[src/rtl/elevator_car_motion_ctrl.sv]
// Car motion/door sequencer: owns floor and direction, times travel and door dwell, pulses queue clears.
// Latency: door opens 1 cycle after an at-floor request; each floor moved costs TRAVEL_CYCLES+1 cycles.
// No backpressure: clear_valid is a one-shot pulse. Define ELEV_DOOR_HOLD_EN to add door_hold.
module elevator_car_motion_ctrl #(
    parameter int NUM_FLOORS    = 7,
    parameter int FLOOR_W       = 3,
    parameter int TRAVEL_CYCLES = 16,
    parameter int DOOR_CYCLES   = 32
) (
    input  logic                  clk,
    input  logic                  rst,
    input  logic [NUM_FLOORS-1:0] queue_status,
    input  logic                  queue_empty,
    input  logic                  next_up_ndown,
`ifdef ELEV_DOOR_HOLD_EN
    input  logic                  door_hold,
`endif
    output logic [FLOOR_W-1:0]    current_floor,
    output logic                  current_up_ndown,
    output logic                  moving,
    output logic                  door_open,
    output logic                  clear_valid,
    output logic [FLOOR_W-1:0]    clear_floor
);

    localparam int TMAX    = (TRAVEL_CYCLES > DOOR_CYCLES) ? TRAVEL_CYCLES : DOOR_CYCLES;
    localparam int TIMER_W = $clog2(TMAX + 1);
    localparam logic [TIMER_W-1:0] TRAVEL_LOAD = TIMER_W'(TRAVEL_CYCLES - 1);
    localparam logic [TIMER_W-1:0] DOOR_LOAD   = TIMER_W'(DOOR_CYCLES - 1);
    localparam logic [FLOOR_W-1:0] TOP_FLOOR   = FLOOR_W'(NUM_FLOORS - 1);

    typedef enum logic [2:0] {
        S_IDLE,
        S_TRAVEL,
        S_ARRIVE,
        S_DOOR_OPEN,
        S_DOOR_CLOSE
    } state_t;

    state_t               state, state_n;
    logic [TIMER_W-1:0]   timer, timer_n;
    logic [FLOOR_W-1:0]   floor_n;
    logic                 dir_n;
    logic                 clear_n;
    logic                 req_here;
    logic                 at_limit;
    logic                 hold;

`ifdef ELEV_DOOR_HOLD_EN
    assign hold = door_hold;
`else
    assign hold = 1'b0;
`endif

    assign req_here = queue_status[current_floor];
    assign at_limit = current_up_ndown ? (current_floor == TOP_FLOOR)
                                       : (current_floor == '0);

    always_comb begin
        state_n = state;
        timer_n = timer;
        floor_n = current_floor;
        dir_n   = current_up_ndown;
        clear_n = 1'b0;
        case (state)
            S_IDLE: begin
                if (req_here) begin
                    state_n = S_DOOR_OPEN;
                    timer_n = DOOR_LOAD;
                    clear_n = 1'b1;
                end else if (!queue_empty) begin
                    dir_n   = next_up_ndown;
                    timer_n = TRAVEL_LOAD;
                    state_n = S_TRAVEL;
                end
            end
            S_TRAVEL: begin
                if (timer == '0) begin
                    // A step past the shaft ends is refused; the resolver re-decides from IDLE.
                    if (at_limit) begin
                        state_n = S_IDLE;
                    end else begin
                        floor_n = current_up_ndown ? current_floor + FLOOR_W'(1)
                                                   : current_floor - FLOOR_W'(1);
                        state_n = S_ARRIVE;
                    end
                end else begin
                    timer_n = timer - TIMER_W'(1);
                end
            end
            S_ARRIVE: begin
                if (req_here) begin
                    state_n = S_DOOR_OPEN;
                    timer_n = DOOR_LOAD;
                    clear_n = 1'b1;
                end else if (queue_empty) begin
                    state_n = S_IDLE;
                end else if (next_up_ndown == current_up_ndown) begin
                    timer_n = TRAVEL_LOAD;
                    state_n = S_TRAVEL;
                end else begin
                    state_n = S_IDLE;
                end
            end
            S_DOOR_OPEN: begin
                // While clear_valid is high the queue bit is still the one being cleared.
                clear_n = req_here && !clear_valid;
                if (clear_n || hold) begin
                    timer_n = DOOR_LOAD;
                end else if (timer == '0) begin
                    state_n = S_DOOR_CLOSE;
                end else begin
                    timer_n = timer - TIMER_W'(1);
                end
            end
            S_DOOR_CLOSE: begin
                if (hold) begin
                    state_n = S_DOOR_OPEN;
                    timer_n = DOOR_LOAD;
                end else begin
                    state_n = S_IDLE;
                end
            end
            default: begin
                state_n = S_IDLE;
            end
        endcase
    end

    always_ff @(posedge clk) begin
        if (rst) begin
            state            <= S_IDLE;
            timer            <= '0;
            current_floor    <= '0;
            current_up_ndown <= 1'b1;
            moving           <= 1'b0;
            door_open        <= 1'b0;
            clear_valid      <= 1'b0;
            clear_floor      <= '0;
        end else begin
            state            <= state_n;
            timer            <= timer_n;
            current_floor    <= floor_n;
            current_up_ndown <= dir_n;
            moving           <= (state_n == S_TRAVEL);
            door_open        <= (state_n == S_DOOR_OPEN);
            clear_valid      <= clear_n;
            if (clear_n) begin
                clear_floor <= current_floor;
            end
        end
    end

endmodule

[config.mk]
export PLATFORM = sky130hd
export DESIGN_NAME = elevator_car_motion_ctrl
export DESIGN_NICKNAME = d
export VERILOG_FILES = /design/src/rtl/elevator_car_motion_ctrl.sv
export SDC_FILE = /design/constraint.sdc
export NUM_CORES = 1
export LEC_CHECK = 0
export ABC_AREA = 1
export CAP_MARGIN = 20
export CORE_UTILIZATION = 56
export DETAILED_ROUTE_END_ITERATION = 7
export HOLD_SLACK_MARGIN = 0.06
export PLACE_DENSITY_LB_ADDON = 0.12
export SKIP_LAST_GASP = 1
export SLEW_MARGIN = 20
export SYNTH_ARGS = -nofsm -noshare
export SYNTH_HDL_FRONTEND = slang
export SYNTH_SLANG_ARGS = --single-unit
export TNS_END_PERCENT = 1
[constraint.sdc]
create_clock -name clk -period 4.2 [get_ports clk]
set_clock_uncertainty 0.05 [all_clocks]
set_input_delay 1.26 -clock clk [delete_from_list [all_inputs] [get_ports clk]]
set_output_delay 1.26 -clock clk [all_outputs]
set_load 0.02 [all_outputs]
==> flow_metrics.tcl <==
set metrics [dict create \
    fillCellCount 169 \
    setup_violations 0 \
    synthMuxAreaShare_pct 0 \
    stdcell_area_mm2 0.001475 \
    crit_arrival_ps 1470 \
    synth_top_area_share_pct 31.21 \
    rows 16 \
    vias_per_cell 5.158 \
    syn_to_final_growth_pct 21.05 \
    io_buffers 20 \
    pre_cts_ws_ps 1448 \
    power_density_mw_per_mm2 647.8 \
    start_util_pct 60.88 \
    top_level_ports 21 \
    fin_ws_ps 1425 \
    startpoint "current_floor[0]" \
    r2r_start "timer[0]" \
    yosysTopAreaCell "dfxtp_1" \
    avgSynthCellArea_um2 7.127 \
    floorplan.die_area_mm2 0.002367 \
    syn_inst 171 \
    grt_pass1_wl_um 4491 \
    gp_congestion 0.9120 \
    synth_xor_area_share_pct 2.875 \
    period_needed_ps 2775 \
    worst_slew_pin_slew_ps 531.2 \
    hold_buffers 0 \
    clk_latency_ps 300 \
    synthSimpleGateAreaFrac_pct 37.27 \
    nNetsFinal 209 \
    cts_tree "built" \
    root_buffer "clkbuf_4" \
    final.setup.tns_ps 0 \
    post_cts_buffers 0 \
    htree_levels 1 \
    worstPathCellList "clkdlybuf4s50_1" \
    r2r_slack_ps 2450 \
    min_path_type "reg2reg" \
    ys_types 32 \
    drive_gt1_share_pct 17.01 \
    r2r_cells 11 \
    ir_worst_vdd_uv 396.4 \
    netlist_area_mm2 0.001219 \
    cp_max_fo 7 \
    antenna_found_initial 0 \
    core_mm2 0.002002 \
    slowest_delay_ps 660 \
    synth_area_leaders "dfxtp_1 (31%), nand2_1 (9.2%), inv_1 (7.1%)" \
    clkSlewWorstSetupHoldPaths_ps 110 \
    max-cap-violations 0 \
    slew_headroom_pct 64.32 \
    path_class "reg2out" \
    rr_endpoint "moving" \
    ys.warnings.count 0 \
    die_w_um 48.65 \
    critPathCaptureType "output pin" \
    rsz0062_at_grt "no" \
    diodes 0 \
    num_vias 1140 \
    max_freq_mhz 360.3 \
    grt_pass1_vias 1069 \
    placed_cell_area_mm2 0.001449 \
    synth_compound_area_share_pct 15.09 \
    crit_slowest_cell "clkdlybuf4s50_1" \
    cp_top_family "buffers and inverters" \
    finalHoldViolCount 0 \
    fin_crit_sh_pct 66.08 \
    cp.depth 1 \
    power_uw 955.6 \
    overflow 0 \
    die_h_um 48.65 \
    drc 0 \
    firstDrtPassIters 5 \
    dpl.hpwl_um 2048 \
    drt_wl_total_um 2558 \
    regArea_um2 380.4 \
    multi_input_area_um2 718.2 \
    worstPathRequired_ps 2890 \
    status "finished, final reports clean" \
    cts_buffer_depth 2 \
    cp-endpoint "current_floor[0]" \
    cts_buffers 3 \
    cts_resized 0 \
    crit_buf_inv 1 \
    wl_per_cell_um 11.57 \
    syn_nets 185 \
    synth_adder_area_share_pct 3.696 \
    first_iter_violations 17 \
    synth_top_family_by_area "simple AND/OR/NAND/NOR gates" \
    start_kind "flip-flop" \
    p_leak_uw 0.0006663 \
    slew_viol_final 0 \
    yosysSeqAreaShare_pct 31.21 \
    final_antenna_net_count 0 \
    grt_usage_pct 24.44 \
    ys_ff_latch 19 \
    grt_start_max_net_pins 11 \
    cts.sinks 19 \
]
[stage by stage]
stage	utilization (%)	cells	hold WS, ps
3_5_place_dp	72.38	217	385.4
4_1_cts	73.69	221	401.8
5_1_grt	73.69	221	427.1
2_1_floorplan	-	171	391.0
3_3_place_gp	72.38	217	383.1
6_report	73.69	221	400.8
[cell usage in the layout (no fill, tap or decap), types with 4 or more instances in the layout]
cell and n:
nand2_1 30, inv_1 23, clkdlybuf4s50_1 20, dfxtp_1 19
nand3_1 17, nor2_1 16, a21oi_1 10, inv_2 8
o21ai_1 5, o21ai_0 5, nand2_2 4
[Yosys cell counts]
cell type,number
nor2_1,16
o21ai_0,5
a31oi_1,1
xnor2_1,2
nand3_1,17
fa_1,1
inv_2,8
nand4_1,1
nor3_1,1
nand2_4,2
nor2_4,2
nand2_1,30
xor2_1,2
or2_2,1
inv_1,23
nand3_2,3
o211ai_1,2
a21oi_1,10
o31ai_4,1
o21ai_1,5
nand3b_1,2
nor3_2,1
a21oi_4,1
o21ai_2,1
nand2_2,4
a211oi_1,1
nor2_2,3
nand3_4,2
buf_1,1
dfxtp_1,19
ha_1,2
a21oi_2,1
[registers in the layout (all words and copies together), names as in the netlist]
register / count
clear_floor: 3
current_floor: 3
current_up_ndown: 1
clear_valid: 1
door_open: 1
timer: 6
moving: 1
state: 3
[worst min-delay path by stage]
| stage | slack, ps | start | end | cells after the start |
|---|---|---|---|---|
| after detailed placement | 390 | clear_floor[2] | clear_floor[2] | 2 |
| final | 400 | clear_floor[2] | clear_floor[2] | 2 |
| after CTS | 400 | clear_floor[2] | clear_floor[2] | 2 |
| after global routing | 430 | clear_floor[0] | clear_floor[0] | 2 |
| after global placement | 380 | clear_floor[1] | clear_floor[1] | 2 |
| after floorplan | 390 | timer[0] | timer[0] | 2 |
[where the power goes]
part	total [µW]	leakage [µW]	switching [µW]	internal (µW)
clock	93.6	0.0000150	56.6	37.0
combinational	563	0.000495	342	221
sequential	299	0.000157	54.9	244
[area by class of cell]
type                    instances  share of cell area [%]
well taps                      27                   2.290
flip-flops and latches         19                   25.78
inverters                      31                   7.888
clock buffers                   4                   1.781
repair buffers                 20                   13.57
multi-input cells             120                   48.69
[metal layers]
metal / GRT usage [%] / wire [µm] / vias to the layer above
met3: 7.233 / 133 / 2
met4: 6.863 / 16 / 0
met2: 42.36 / 1226 / 35
li1: - / - / 593
met1: 28.99 / 1181 / 510
met5: 0 / 0 / -
[logic make-up after synthesis]
family / count (synthesis)
simple gates: 85
compound gates: 28
fa+ha+maj: 3
xor+xnor: 4
buf+inv: 32
flops: 19
Note: power is estimated with default switching activity, not from simulation.
